$ cat config.mk
export PLATFORM = sky130hd
export DESIGN_NAME = ssd_scan_ctrl
export DESIGN_NICKNAME = d
export VERILOG_FILES = /design/src/rtl/ssd_scan_ctrl.sv
export SDC_FILE = /design/constraint.sdc
export NUM_CORES = 1
export LEC_CHECK = 0
export CAP_MARGIN = 20
export CORE_ASPECT_RATIO = 1.4
export CORE_UTILIZATION = 45
export DETAILED_ROUTE_END_ITERATION = 12
export GPL_TIMING_DRIVEN = 0
export HOLD_SLACK_MARGIN = 0.03
export PLACE_DENSITY_LB_ADDON = 0.25
export SLEW_MARGIN = 20
export SYNTH_ARGS = -nofsm -noshare
export SYNTH_HDL_FRONTEND = slang
export SYNTH_SLANG_ARGS = --single-unit
$ cat constraint.sdc
create_clock -name clock_in -period 9.6 [get_ports clock_in]
set_clock_uncertainty 0.15 [all_clocks]
set_input_delay 1.44 -clock clock_in [delete_from_list [all_inputs] [get_ports clock_in]]
set_output_delay 1.44 -clock clock_in [all_outputs]
set_load 0.01 [all_outputs]
$ cat src/rtl/ssd_scan_ctrl.sv
`default_nettype none
// ============================================================================
// Module      : ssd_scan_ctrl
// Description : Time-multiplexed scan controller for a multi-digit
//               seven-segment display. Lights one digit at a time, inserts
//               an all-off gap between digits to prevent ghosting, decodes
//               hex nibbles to active-low segment codes and double-buffers
//               the displayed value so updates land only on frame boundaries.
//
// Parameters  : DIGITS       - number of digits scanned (1..8)
//               REFRESH_DIV  - clock cycles each digit is lit (>= 2)
//               BLANK_CYCLES - clock cycles all digits are off between digits
//
// Ports       : clock_in   in   system clock, rising edge
//               reset      in   synchronous active-high reset
//               enable     in   scan enable; 0 parks the display blank
//               load       in   one-cycle strobe staging value_in / dp_in
//               value_in   in   hex nibbles, nibble i on digit i
//               dp_in      in   decimal point per digit, 1 = lit
//               an         out  digit anodes, active-low
//               seg        out  segments {g,f,e,d,c,b,a}, active-low
//               dp         out  decimal point, active-low
//               frame_done out  one-cycle pulse on the last cycle of a frame
//
// Revision    : 1.0 - initial release
// ============================================================================
module ssd_scan_ctrl #(
    parameter int DIGITS       = 4,
    parameter int REFRESH_DIV  = 100000,
    parameter int BLANK_CYCLES = 16
) (
    input  logic                  clock_in,
    input  logic                  reset,
    input  logic                  enable,
    input  logic                  load,
    input  logic [4*DIGITS-1:0]   value_in,
    input  logic [DIGITS-1:0]     dp_in,
    output logic [DIGITS-1:0]     an,
    output logic [6:0]            seg,
    output logic                  dp,
    output logic                  frame_done
);

    // ------------------------------------------------------------------------
    // Derived sizes
    // ------------------------------------------------------------------------
    localparam int c_TMAX = (REFRESH_DIV > BLANK_CYCLES) ? REFRESH_DIV : BLANK_CYCLES;
    localparam int c_TW   = (c_TMAX > 1) ? $clog2(c_TMAX) : 1;
    localparam int c_IW   = (DIGITS > 1) ? $clog2(DIGITS) : 1;

    localparam logic [c_TW-1:0] c_SHOW_LAST  = c_TW'(REFRESH_DIV - 1);
    localparam logic [c_TW-1:0] c_BLANK_LAST = c_TW'(BLANK_CYCLES - 1);
    localparam logic [c_IW-1:0] c_DIGIT_LAST = c_IW'(DIGITS - 1);
    localparam logic [6:0]      c_SEG_OFF    = 7'h7F;

    typedef enum logic [1:0] {
        S_IDLE  = 2'd0,
        S_SHOW  = 2'd1,
        S_BLANK = 2'd2
    } state_t;

    // ------------------------------------------------------------------------
    // Hex to active-low {g,f,e,d,c,b,a}
    // ------------------------------------------------------------------------
    function automatic logic [6:0] hex_to_seg(input logic [3:0] nib);
        logic [6:0] s;
        case (nib)
            4'h0:    s = 7'b1000000;
            4'h1:    s = 7'b1111001;
            4'h2:    s = 7'b0100100;
            4'h3:    s = 7'b0110000;
            4'h4:    s = 7'b0011001;
            4'h5:    s = 7'b0010010;
            4'h6:    s = 7'b0000010;
            4'h7:    s = 7'b1111000;
            4'h8:    s = 7'b0000000;
            4'h9:    s = 7'b0010000;
            4'hA:    s = 7'b0001000;
            4'hB:    s = 7'b0000011;
            4'hC:    s = 7'b1000110;
            4'hD:    s = 7'b0100001;
            4'hE:    s = 7'b0000110;
            default: s = 7'b0001110;
        endcase
        return s;
    endfunction

    // ------------------------------------------------------------------------
    // State
    // ------------------------------------------------------------------------
    state_t                r_state;
    logic [c_IW-1:0]       r_index;
    logic [c_TW-1:0]       r_tick;
    logic [4*DIGITS-1:0]   r_shadow_val;
    logic [DIGITS-1:0]     r_shadow_dp;
    logic [4*DIGITS-1:0]   r_staged_val;
    logic [DIGITS-1:0]     r_staged_dp;
    logic                  r_pending;
    logic [DIGITS-1:0]     r_an;
    logic [6:0]            r_seg;
    logic                  r_dp;
    logic                  r_frame_done;

    state_t                w_state_nx;
    logic [c_IW-1:0]       w_index_nx;
    logic [c_TW-1:0]       w_tick_nx;
    logic [4*DIGITS-1:0]   w_shadow_val_nx;
    logic [DIGITS-1:0]     w_shadow_dp_nx;
    logic [4*DIGITS-1:0]   w_staged_val_nx;
    logic [DIGITS-1:0]     w_staged_dp_nx;
    logic                  w_pending_nx;

    logic                  w_show_end;
    logic                  w_blank_end;
    logic                  w_boundary;

    logic [3:0]            w_nib;
    logic                  w_dp_bit;
    logic [DIGITS-1:0]     w_an_nx;
    logic [6:0]            w_seg_nx;
    logic                  w_dp_nx;
    logic                  w_frame_done_nx;

    assign w_show_end  = (r_state == S_SHOW)  && (r_tick == c_SHOW_LAST);
    assign w_blank_end = (r_state == S_BLANK) && (r_tick == c_BLANK_LAST);
    assign w_boundary  = w_blank_end && (r_index == c_DIGIT_LAST);

    // ------------------------------------------------------------------------
    // Next-state logic
    // ------------------------------------------------------------------------
    always_comb begin
        w_state_nx      = r_state;
        w_index_nx      = r_index;
        w_tick_nx       = r_tick;
        w_shadow_val_nx = r_shadow_val;
        w_shadow_dp_nx  = r_shadow_dp;
        w_staged_val_nx = r_staged_val;
        w_staged_dp_nx  = r_staged_dp;
        w_pending_nx    = r_pending;

        case (r_state)
            S_SHOW: begin
                if (w_show_end) begin
                    w_state_nx = S_BLANK;
                    w_tick_nx  = '0;
                end else begin
                    w_tick_nx  = r_tick + c_TW'(1);
                end
            end
            S_BLANK: begin
                if (w_blank_end) begin
                    w_tick_nx  = '0;
                    w_index_nx = (r_index == c_DIGIT_LAST) ? '0 : r_index + c_IW'(1);
                    // Enable is only looked at here so a lit digit always
                    // gets its full on-time.
                    if (enable) begin
                        w_state_nx = S_SHOW;
                    end else begin
                        w_state_nx = S_IDLE;
                        w_index_nx = '0;
                    end
                end else begin
                    w_tick_nx  = r_tick + c_TW'(1);
                end
            end
            default: begin
                if (enable) begin
                    w_state_nx = S_SHOW;
                    w_index_nx = '0;
                    w_tick_nx  = '0;
                end
            end
        endcase

        // Frame boundary: commit any staged update.
        if (w_boundary && r_pending) begin
            w_shadow_val_nx = r_staged_val;
            w_shadow_dp_nx  = r_staged_dp;
            w_pending_nx    = 1'b0;
        end

        // A load goes straight to the shadow when nothing is being scanned or
        // when it coincides with the boundary (it then overrides any staged
        // value); otherwise it waits in the staging register.
        if (load) begin
            if ((r_state == S_IDLE) || w_boundary) begin
                w_shadow_val_nx = value_in;
                w_shadow_dp_nx  = dp_in;
                w_pending_nx    = 1'b0;
            end else begin
                w_staged_val_nx = value_in;
                w_staged_dp_nx  = dp_in;
                w_pending_nx    = 1'b1;
            end
        end
    end

    // ------------------------------------------------------------------------
    // Output decode from the next state, so the registered pins always
    // agree with the state held in the same cycle.
    // ------------------------------------------------------------------------
    always_comb begin
        w_nib    = 4'h0;
        w_dp_bit = 1'b0;
        w_an_nx  = '1;
        for (int i = 0; i < DIGITS; i++) begin
            if (w_index_nx == c_IW'(i)) begin
                w_nib    = w_shadow_val_nx[4*i +: 4];
                w_dp_bit = w_shadow_dp_nx[i];
                if (w_state_nx == S_SHOW) begin
                    w_an_nx[i] = 1'b0;
                end
            end
        end
    end

    assign w_seg_nx        = (w_state_nx == S_SHOW) ? hex_to_seg(w_nib) : c_SEG_OFF;
    assign w_dp_nx         = (w_state_nx == S_SHOW) ? ~w_dp_bit : 1'b1;
    assign w_frame_done_nx = (w_state_nx == S_BLANK) && (w_tick_nx == c_BLANK_LAST) &&
                             (w_index_nx == c_DIGIT_LAST);

    // ------------------------------------------------------------------------
    // Registers
    // ------------------------------------------------------------------------
    always_ff @(posedge clock_in) begin
        if (reset) begin
            r_state      <= S_IDLE;
            r_index      <= '0;
            r_tick       <= '0;
            r_shadow_val <= '0;
            r_shadow_dp  <= '0;
            r_staged_val <= '0;
            r_staged_dp  <= '0;
            r_pending    <= 1'b0;
            r_an         <= '1;
            r_seg        <= c_SEG_OFF;
            r_dp         <= 1'b1;
            r_frame_done <= 1'b0;
        end else begin
            r_state      <= w_state_nx;
            r_index      <= w_index_nx;
            r_tick       <= w_tick_nx;
            r_shadow_val <= w_shadow_val_nx;
            r_shadow_dp  <= w_shadow_dp_nx;
            r_staged_val <= w_staged_val_nx;
            r_staged_dp  <= w_staged_dp_nx;
            r_pending    <= w_pending_nx;
            r_an         <= w_an_nx;
            r_seg        <= w_seg_nx;
            r_dp         <= w_dp_nx;
            r_frame_done <= w_frame_done_nx;
        end
    end

    assign an         = r_an;
    assign seg        = r_seg;
    assign dp         = r_dp;
    assign frame_done = r_frame_done;

endmodule
`default_nettype wire
==> run summary, run 1 <==
Leak = 1.77 nW
P per Cell Area = 160 nW/um^2
post-DP HPWL = 7440 um
die width = 81.7 um
via-per-instance ratio = 5.76
initial DRC count = 244
post-synthesis net count = 506
fill cell total of the finished layout = 795
max incr delay on CP = 0.66 ns
endpoints failing hold = 0
layout cells sized above 1 = 9.98%
Worst Path Arrival = 4.56 ns
status = completed
clock buffer depth = 2
final wirelength = 10300 um
hold buffer count at cts = 0
min-delay worst type = flop to flop
I/O pin count = 37
core area = 8610 um^2
Final ANT Viol Nets = 0
drt pass-1 iters = 4
CP max-delay cell = mux2i_1
Worst EP required = 9.68 ns
CTS Root Cell = clkbuf_16
R2R Setup Slk = 5.48 ns
Synth Cell Area = 4000 um^2
Synth Flop Type = dfxtp_1
reg2reg end = seg[4]
Yosys reg bits = 75
worst reg-to-reg path cell count = 15
CTS Buf Count = 9
clock latency on the worst-skew pair = 0.34 ns
Layout area overhead = 19.1%
YS warnings = 0
asr flop ratio synth = 0%
Antenna diodes = 0
Synth Area per Inst = 8.50 um^2
Placement Rows = 40
Final Wtd Congestion = 0.920
vias in the first global route = 3459
Tcrit/Tclk final = 46.7%
Peak supply drop = 0.105 mV
max_cap viols = 0
Initial Util = 46.5%
Cell variety after synth = 66
GRT Total Usage = 23.7%
top cells by area, synth = dfxtp_1 38%, mux2i_1 8.0%, nor2_1 6.1%
Hold Path Depth = 2
H-tree Lvls = 3
initial antenna violation count = 0
Syn Inst Count = 471
CP Launch Type = input port
number of setup buffers added after CTS = 0
Synth top area share = 37.5%
CP max FO = 10
Total Nets Final = 552
largest area contributor in the netlist = dfxtp_1
final worst slack = 5.12 ns
worst-path cell chain = clkdlybuf4s50_1, nand2_1, o31a_1, buf_2, buf_2, a31o_2, mux2i_1, mux2i_1, inv_1, ha_1, inv_1, nor3_1, o21bai_1, a21o_1
Worst R2R Start = r_tick[0]
die height = 114 um
DRC = 0
Crit path buffers/inverters = 5
Post-synth EDFFs = 0
CP Class = input port to flop
CTS tree = done
vias = 3608
first-pass GRT wire length = 16600 um
total gr overflow = 0
Worst-Margin Slew = 0.827 ns
wire per inst = 16.5 um
top post-synthesis cells by count = 75 x dfxtp_1, 65 x nor2_1, 46 x nand2_1, 32 x mux2i_1, 29 x nand3_1
Seq/Total Area, Yosys = 37.5%
Finished Core Util = 55.4%
final slew viol count = 0
unrepaired setup endpoints after global routing = false
die area = 9280 um^2
Setup TNS Final = 0 ns
dpl ws = 4.77 ns
most numerous cell in the Yosys netlist = dfxtp_1
hold path endpoint = r_shadow_dp[1]
I/O Buffers = 35
Clock Pin Slew Worst Setup and Hold Paths = 0.05 ns
Min Clock Period, post-route = 4.48 ns
crit path capture type = flop
Worst path top cell family by delay = buffers and inverters
setup violators final = 0
Max Fclk = 223 MHz
largest net degree at the start of global routing = 13
Sink Count = 75
Worst slew margin = 43.3%
Post-CTS Resized = 0
hold_sp = r_shadow_dp[1]
-- how the worst max path moves through the flow --
stage / slack, ns / startpoint / cells past startpoint / endpoint
finish: 5.12 / load / 14 / seg[4]
global route: 4.93 / load / 14 / seg[4]
CTS: 5.12 / load / 14 / seg[4]
detailed placement: 4.77 / load / 14 / seg[4]
global placement: 4.87 / load / 14 / seg[4]
floorplan: 5.92 / load / 13 / seg[4]
-- kinds of logic (layout without fill, tap and decap cells) --
logic type	after synthesis	in the layout	share of synthesized area, %
compound gates	110	110	20.3
xor+xnor	6	6	1.31
fa+ha+maj	11	11	3.44
buf+inv	36	86	4.19
flops	75	75	37.5
mux	32	32	8.00
simple gates	201	201	25.3
-- metrics by stage --
step	power [mW]	cell area, um^2	hold WS (ns)	instances
after floorplan	0.406	4000	0.302	471
after global placement	0.442	4490	0.315	611
after detailed placement	0.444	4490	0.328	611
after CTS	0.769	4770	0.343	626
after global routing	0.796	4770	0.370	626
final	0.764	4770	0.337	626
-- layout by cell type, fill, tap and decap left out, drive strengths merged, types with 3 or more instances in the layout --
cell type / count
a211oi: 12
a21oi: 23
a22oi: 6
a31o: 6
a31oi: 5
and2: 6
and3: 11
buf: 14
clkbuf: 24
clkdlybuf4s50: 35
clkinv: 4
dfxtp: 75
ha: 11
inv: 7
mux2i: 32
nand2: 47
nand3: 30
nand3b: 5
nand4: 3
nor2: 66
nor2b: 7
nor3: 11
nor4: 6
o211ai: 6
o21a: 4
o21ai: 25
o311ai: 3
o32ai: 3
xnor2: 5
-- per-layer routing --
layer / vias up / global-route usage, % / routed length, um
li1: 1782 / - / -
met1: 1721 / 26.3 / 4280
met2: 79 / 41.8 / 5350
met3: 26 / 5.52 / 415
met4: 0 / 10.6 / 293
met5: - / 0 / 0
-- report_power, final --
part | total [mW] | switching (mW) | internal, mW
Clock | 0.326 | 0.128 | 0.198
Combinational | 0.106 | 0.0595 | 0.0462
Sequential | 0.333 | 0.00590 | 0.327
-- state kept, by name, summed over array words and instances (netlist names) --
| name | flops |
|---|---|
| r_tick | 17 |
| r_shadow_val | 16 |
| r_staged_val | 16 |
| seg | 7 |
| an | 4 |
| r_shadow_dp | 4 |
| r_staged_dp | 4 |
| r_index | 2 |
| r_state | 2 |
| dp | 1 |
| frame_done | 1 |
| r_pending | 1 |
-- worst register-to-register path, stage by stage (launching register included) --
cell	delay, ns
dfxtp_1	0.41
ha_1	0.30
and3_1	0.27
and3_1	0.20
buf_6	0.15
a21oi_4	0.09
o311a_1	0.32
a31oi_1	0.25
buf_4	0.25
mux2i_1	0.72
inv_1	0.15
ha_1	0.24
inv_1	0.08
nor3_1	0.07
o21bai_1	0.17
a21o_1	0.20
-- cell type report --
class                   instances  area [um^2]  area share [%]
clock inverters                 6         57.6            1.21
inverters                       7         26.3           0.551
multi-input cells             360         2330            49.0
repair buffers                 35          350            7.35
clock buffers                   9          225            4.72
plain buffers                  29          141            2.97
well taps                     105          131            2.76
flip-flops and latches         75         1500            31.5
Power figures use the tool's default switching activity.
==> run 2: changes to the inputs <==
==> constraint.sdc (replaced) <==
create_clock -name clock_in -period 3.6 [get_ports clock_in]
set_clock_uncertainty 0.15 [all_clocks]
set_input_delay 0.54 -clock clock_in [delete_from_list [all_inputs] [get_ports clock_in]]
set_output_delay 0.54 -clock clock_in [all_outputs]
set_load 0.01 [all_outputs]
==> run summary, run 2 (synthesized netlist as in run 1, its figures left out) <==
GRT Total Usage = 23.7% (about the same)
final wirelength = 10500 um (was 10300 um)
clock latency on the worst-skew pair = 0.34 ns (about the same)
Antenna diodes = 0 (unchanged)
post-DP HPWL = 7440 um (unchanged)
sw power = 0.518 mW (was 0.194 mW)
total gr overflow = 0 (unchanged)
clock buffer depth = 2 (unchanged)
Reg area = 1500 um^2 (about the same)
Initial Util = 46.5% (unchanged)
Clock Pin Slew Worst Setup and Hold Paths = 0.06 ns (was 0.05 ns)
final slew viol count = 0 (unchanged)
Tcrit/Tclk final = 95.2%
Highest Signal Layer = met4 (unchanged)
Peak supply drop = 0.280 mV (was 0.105 mV)
initial DRC count = 246 (was 244)
status = completed (unchanged)
Worst Path Arrival = 3.51 ns (was 4.56 ns)
footprint of the multi-input gates = 2390 um^2 (was 2330 um^2)
CTS Root Cell = clkbuf_16 (unchanged)
clock group share of total power = 42.2% (was 42.6%)
initial antenna violation count = 0 (unchanged)
Largest regs = r_tick (17), r_shadow_val (16), r_staged_val (16) (unchanged)
Post-Route M1 WL = 4270 um (was 4280 um)
Seq pwr share = 43.3% (was 43.5%)
DRC = 0 (unchanged)
CTS Buf Count = 9 (unchanged)
Total Nets Final = 560 (was 552)
I/O Buffers = 35 (unchanged)
Max Fclk = 292 MHz
Min Clock Period, post-route = 3.43 ns
core area = 8610 um^2 (unchanged)
CTS tree = done (unchanged)
min-delay worst type = flop to flop (unchanged)
fill cell total of the finished layout = 783 (was 795)
die width = 81.7 um (unchanged)
CP max FO = 8 (was 10)
Layout area overhead = 22.5% (was 19.1%)
crit path capture type = flop (unchanged)
via-per-instance ratio = 5.75 (was 5.76)
CP Class = flop to flop (was input port to flop)
Worst-Margin Slew = 0.847 ns (was 0.827 ns)
Sink Count = 75 (unchanged)
largest net degree at the start of global routing = 13 (unchanged)
WL met2 = 5520 um (was 5350 um)
sw frac = 25.3% (about the same)
hold_ws = 0.345 ns (was 0.337 ns)
Worst EP required = 3.68 ns (was 9.68 ns)
vias in the first global route = 3466 (was 3459)
die area = 9280 um^2 (unchanged)
Met3 Routed Length = 447 um (was 415 um)
total power = 2.05 mW (was 0.764 mW)
layout cells sized above 1 = 14.0% (was 9.98%)
endpoints failing hold = 0 (unchanged)
Worst slew margin = 43.5% (was 43.3%)
most frequent cells in the layout = 73 x dfxtp_1, 65 x nor2_1, 45 x nand2_1, 35 x clkdlybuf4s50_1, 31 x mux2i_1 (was 75 x dfxtp_1, 65 x nor2_1, 46 x nand2_1, 35 x clkdlybuf4s50_1, 32 x mux2i_1)
Reg with most FFs = r_tick (unchanged)
max FFs per register = 17 (unchanged)
hold buffer count at cts = 0 (unchanged)
Leak = 1.81 nW (was 1.77 nW)
Placement Rows = 40 (unchanged)
setup violators final = 0 (unchanged)
first-pass GRT wire length = 16600 um (unchanged)
Comb power frac = 14.5% (was 13.8%)
Internal Power = 1.53 mW (was 0.571 mW)
Final Wtd Congestion = 0.920 (unchanged)
die height = 114 um (unchanged)
leading cell type in the layout, fill and taps excluded = dfxtp_1 (unchanged)
H-tree Lvls = 3 (unchanged)
CP Launch Type = flop (was input port)
unrepaired setup endpoints after global routing = false (unchanged)
Final ANT Viol Nets = 0 (unchanged)
I/O pin count = 37 (unchanged)
wire per inst = 16.6 um (was 16.5 um)
vias = 3647 (was 3608)
max_cap viols = 0 (unchanged)
drt pass-1 iters = 5 (was 4)
P per Cell Area = 418 nW/um^2 (was 160 nW/um^2)
-- run 2: final timing paths --
check,endpoint,startpoint,depth (start not counted),slack [ns]
worst max-delay path,seg[4],r_tick[12],14,0.17
worst min-delay path,r_staged_val[4],r_staged_val[4],2,0.34
worst max register to register,seg[4],r_tick[12],14,0.17
worst min register to register,r_staged_val[4],r_staged_val[4],2,0.34
-- run 2: routing by layer --
metal | GRT usage (%) | vias to the layer above
met3 | 5.52 | 26
met2 | 41.8 | 102
met5 | 0 | -
li1 | - | 1802
met1 | 26.3 | 1717
met4 | 10.6 | 0
-- run 2: repair_timing --
action | CTS | global route
setup endpoints to repair | 7 | 7
gates resized for setup | 9 | 14
setup buffers | 1 | 9
pin swaps | 1 | 4
-- run 2: area by class of cell --
cell class,count,share of cell area (%)
clock buffer,9,4.59
tap,105,2.68
sequential,75,30.7
multi-input combinational,360,48.8
timing repair buffer,45,8.67
clock inverter,6,1.17
buffer,27,2.88
inverter,7,0.536
-- run 2: power by group through the flow --
stage / registers, mW / logic, mW / clock network, mW
after detailed placement: 0.905 / 0.280 / 0
after global placement: 0.903 / 0.275 / 0
after global routing: 0.890 / 0.327 / 0.923
after floorplan: 0.907 / 0.174 / 0
after CTS: 0.887 / 0.286 / 0.883
final: 0.887 / 0.297 / 0.866
-- run 2: critical path, cell delays in order, from the launching register on --
cell,delay (ns)
dfxtp_1,0.39
nor4_4,0.41
and3_1,0.23
buf_6,0.15
a21oi_4,0.09
o311a_1,0.33
a31oi_2,0.23
buf_6,0.18
mux2i_4,0.34
inv_1,0.11
ha_1,0.21
inv_1,0.09
nor3_2,0.06
o21bai_1,0.17
a21o_1,0.19
-- run 2: per-stage QoR --
stage	area, um^2	instances	setup WS (ns)	util (%)	setup TNS (ns)
after CTS	4810	627	0.00591	55.8	0
after global routing	4910	634	0.0169	57.0	0
after detailed placement	4490	611	-0.489	52.1	-2.62
after global placement	4490	611	-0.364	52.1	-1.79
final	4910	634	0.172	57.0	0
after floorplan	4000	471	0.243	-	0
==> run 3: changes to the inputs <==
==> constraint.sdc (replaced) <==
create_clock -name clock_in -period 3.3 [get_ports clock_in]
set_clock_uncertainty 0.15 [all_clocks]
set_input_delay 0.495 -clock clock_in [delete_from_list [all_inputs] [get_ports clock_in]]
set_output_delay 0.495 -clock clock_in [all_outputs]
set_load 0.01 [all_outputs]
==> run summary, run 3 (synthesized netlist as in run 1, its figures left out) <==
vias in the first global route = 3677 (was 3466)
Largest regs = r_tick (17), r_shadow_val (16), r_staged_val (16) (unchanged)
worst reg-to-reg path cell count = 12 (was 14)
Tcrit/Tclk final = 98.7% (was 95.2%)
DRC = 0 (unchanged)
most frequent cells in the layout = 70 x dfxtp_1, 65 x nor2_1, 45 x nand2_1, 35 x clkdlybuf4s50_1, 33 x buf_4 (was 73 x dfxtp_1, 65 x nor2_1, 45 x nand2_1, 35 x clkdlybuf4s50_1, 31 x mux2i_1)
Final Cell Area = 5200 um^2 (was 4910 um^2)
I/O Buffers = 35 (unchanged)
hold_sp = r_shadow_dp[3] (was r_staged_val[4])
Finished Core Util = 60.4% (was 57.0%)
Sink Count = 75 (unchanged)
max FFs per register = 17 (unchanged)
status = completed (unchanged)
Antenna diodes = 0 (unchanged)
Total Nets Final = 577 (was 560)
Post-Place Cells = 611 (unchanged)
vias = 3791 (was 3647)
Crit path buffers/inverters = 3 (was 4)
Final ANT Viol Nets = 0 (unchanged)
Leak = 1.93 nW (was 1.81 nW)
Clock Pin Slew Worst Setup and Hold Paths = 0.06 ns (about the same)
drt pass-1 iters = 5 (unchanged)
fill cell total of the finished layout = 750 (was 783)
die area = 9280 um^2 (unchanged)
hold_ws = 0.328 ns (was 0.345 ns)
layout cells sized above 1 = 20.0% (was 14.0%)
max_cap viols = 0 (unchanged)
CP max-delay cell = a211oi_2 (was nor4_4)
GRT Total Usage = 24.9% (was 23.7%)
Min Clock Period, post-route = 3.26 ns (was 3.43 ns)
clock buffer depth = 2 (unchanged)
Worst R2R Start = r_tick[12] (unchanged)
unrepaired setup endpoints after global routing = true (was false)
min-delay worst type = flop to flop (unchanged)
Setup TNS Final = 0 ns (unchanged)
Reg with most FFs = r_tick (unchanged)
crit path capture type = flop (unchanged)
final wirelength = 11200 um (was 10500 um)
CTS Root Cell = clkbuf_16 (unchanged)
CTS Buf Count = 9 (unchanged)
Initial Util = 46.5% (unchanged)
die height = 114 um (unchanged)
Hold Path Depth = 2 (unchanged)
core area = 8610 um^2 (unchanged)
Placement Rows = 40 (unchanged)
most used cell, CP = buf_4
CP Launch Type = flop (unchanged)
WP depth = 12 (was 14)
hold path endpoint = r_shadow_dp[3] (was r_staged_val[4])
reg2reg end = seg[0] (was seg[4])
Worst Path Arrival = 3.32 ns (was 3.51 ns)
clock latency on the worst-skew pair = 0.34 ns (about the same)
via-per-instance ratio = 5.82 (was 5.75)
worst-path cell chain = nor4_4, and3_1, buf_6, a21oi_4, o311ai_4, buf_4, buf_4, a211oi_1, a211oi_2, o21ai_0, o32ai_1, nor2_1 (was nor4_4, and3_1, buf_6, a21oi_4, o311a_1, a31oi_2, buf_6, mux2i_4, inv_1, ha_1, inv_1, nor3_2, o21bai_1, a21o_1)
initial antenna violation count = 0 (unchanged)
P per Cell Area = 462 nW/um^2 (was 418 nW/um^2)
Worst slew margin = 40.1% (was 43.5%)
CTS tree = done (unchanged)
Worst path top cell family by delay = compound AO/OA/AOI/OAI gates (unchanged)
endpoints failing hold = 0 (unchanged)
total gr overflow = 0 (unchanged)
Peak supply drop = 0.351 mV (was 0.280 mV)
hold buffer count at cts = 0 (unchanged)
post-DP HPWL = 7490 um (was 7440 um)
post-route insts no fill = 651 (was 634)
first-pass GRT wire length = 17300 um (was 16600 um)
Worst EP required = 3.37 ns (was 3.68 ns)
largest net degree at the start of global routing = 20 (was 13)
max incr delay on CP = 0.43 ns (was 0.41 ns)
R2R Setup Slk = 0.04 ns (was 0.17 ns)
Layout area overhead = 29.8% (was 22.5%)
H-tree Lvls = 3 (unchanged)
leading cell type in the layout, fill and taps excluded = dfxtp_1 (unchanged)
final slew viol count = 0 (unchanged)
CP max FO = 7 (was 8)
setup violators final = 0 (unchanged)
Final Wtd Congestion = 0.909 (was 0.920)
die width = 81.7 um (unchanged)
CP Class = flop to flop (unchanged)
Worst-Margin Slew = 0.899 ns (was 0.847 ns)
Placed Area = 4490 um^2 (about the same)
Max Fclk = 307 MHz (was 292 MHz)
initial DRC count = 186 (was 246)
wire per inst = 17.2 um (was 16.6 um)
I/O pin count = 37 (unchanged)
-- run 3: changes by cell type in the layout (fill, tap and decap cells not counted), sizes merged --
cell      previous run  this run
buf                 22        40
clkinv               4         2
bufinv               1         2
clkbuf              24        25
clkinvlp             1         0
-- run 3: per-layer routing --
| layer | track usage (%) | wire, um | vias up |
|---|---|---|---|
| met5 | 0 | 0 | - |
| met4 | 13.8 | 308 | 0 |
| met3 | 3.44 | 474 | 28 |
| met2 | 46.7 | 5990 | 102 |
| met1 | 25.4 | 4400 | 1818 |
| li1 | - | - | 1843 |
-- run 3: worst max-delay path by stage --
stage / start / to / slack (ns)
5_1_grt: r_tick[12] / seg[4] / -0.05
4_1_cts: r_tick[12] / seg[4] / 0.004
3_3_place_gp: r_tick[1] / seg[4] / -0.54
3_5_place_dp: r_tick[1] / seg[4] / -0.57
2_1_floorplan: r_tick[0] / seg[4] / 0.02
6_report: r_tick[12] / seg[0] / 0.04
-- run 3: where the power goes --
part	internal, mW	total [mW]	switching, mW	leakage (nW)
Combinational	0.164	0.357	0.193	1.15
Clock	0.699	1.08	0.379	0.162
Sequential	0.950	0.966	0.0168	0.615
-- run 3: timing repair --
item                       CTS  global route
setup endpoints to repair    7             7
resized for setup           31            21
pin swaps                   10            11
buffers inserted            22             8
-- run 3: area by class of cell --
type                            count  area, um^2  area share, %
Inverter                            7        26.3          0.506
Clock inverter                      4        73.8           1.42
Buffer                             24         146           2.82
Clock buffer                       11         253           4.86
Tap cell                          105         131           2.53
Timing Repair Buffer               65         579           11.1
Sequential cell                    75        1510           29.1
Multi-Input combinational cell    360        2480           47.7
-- run 3: metrics by stage --
step           setup WS, ns  power (mW)
2_1_floorplan        0.0168        1.18
3_3_place_gp         -0.544        1.29
3_5_place_dp         -0.566        1.30
4_1_cts             0.00406        2.39
5_1_grt             -0.0509        2.48
6_report             0.0442        2.40
-- run 3: worst min-delay path, cell delays in order (launching register included) --
cell      delay [ns]
dfxtp_1         0.31
nand2_1         0.05
a311oi_1        0.07
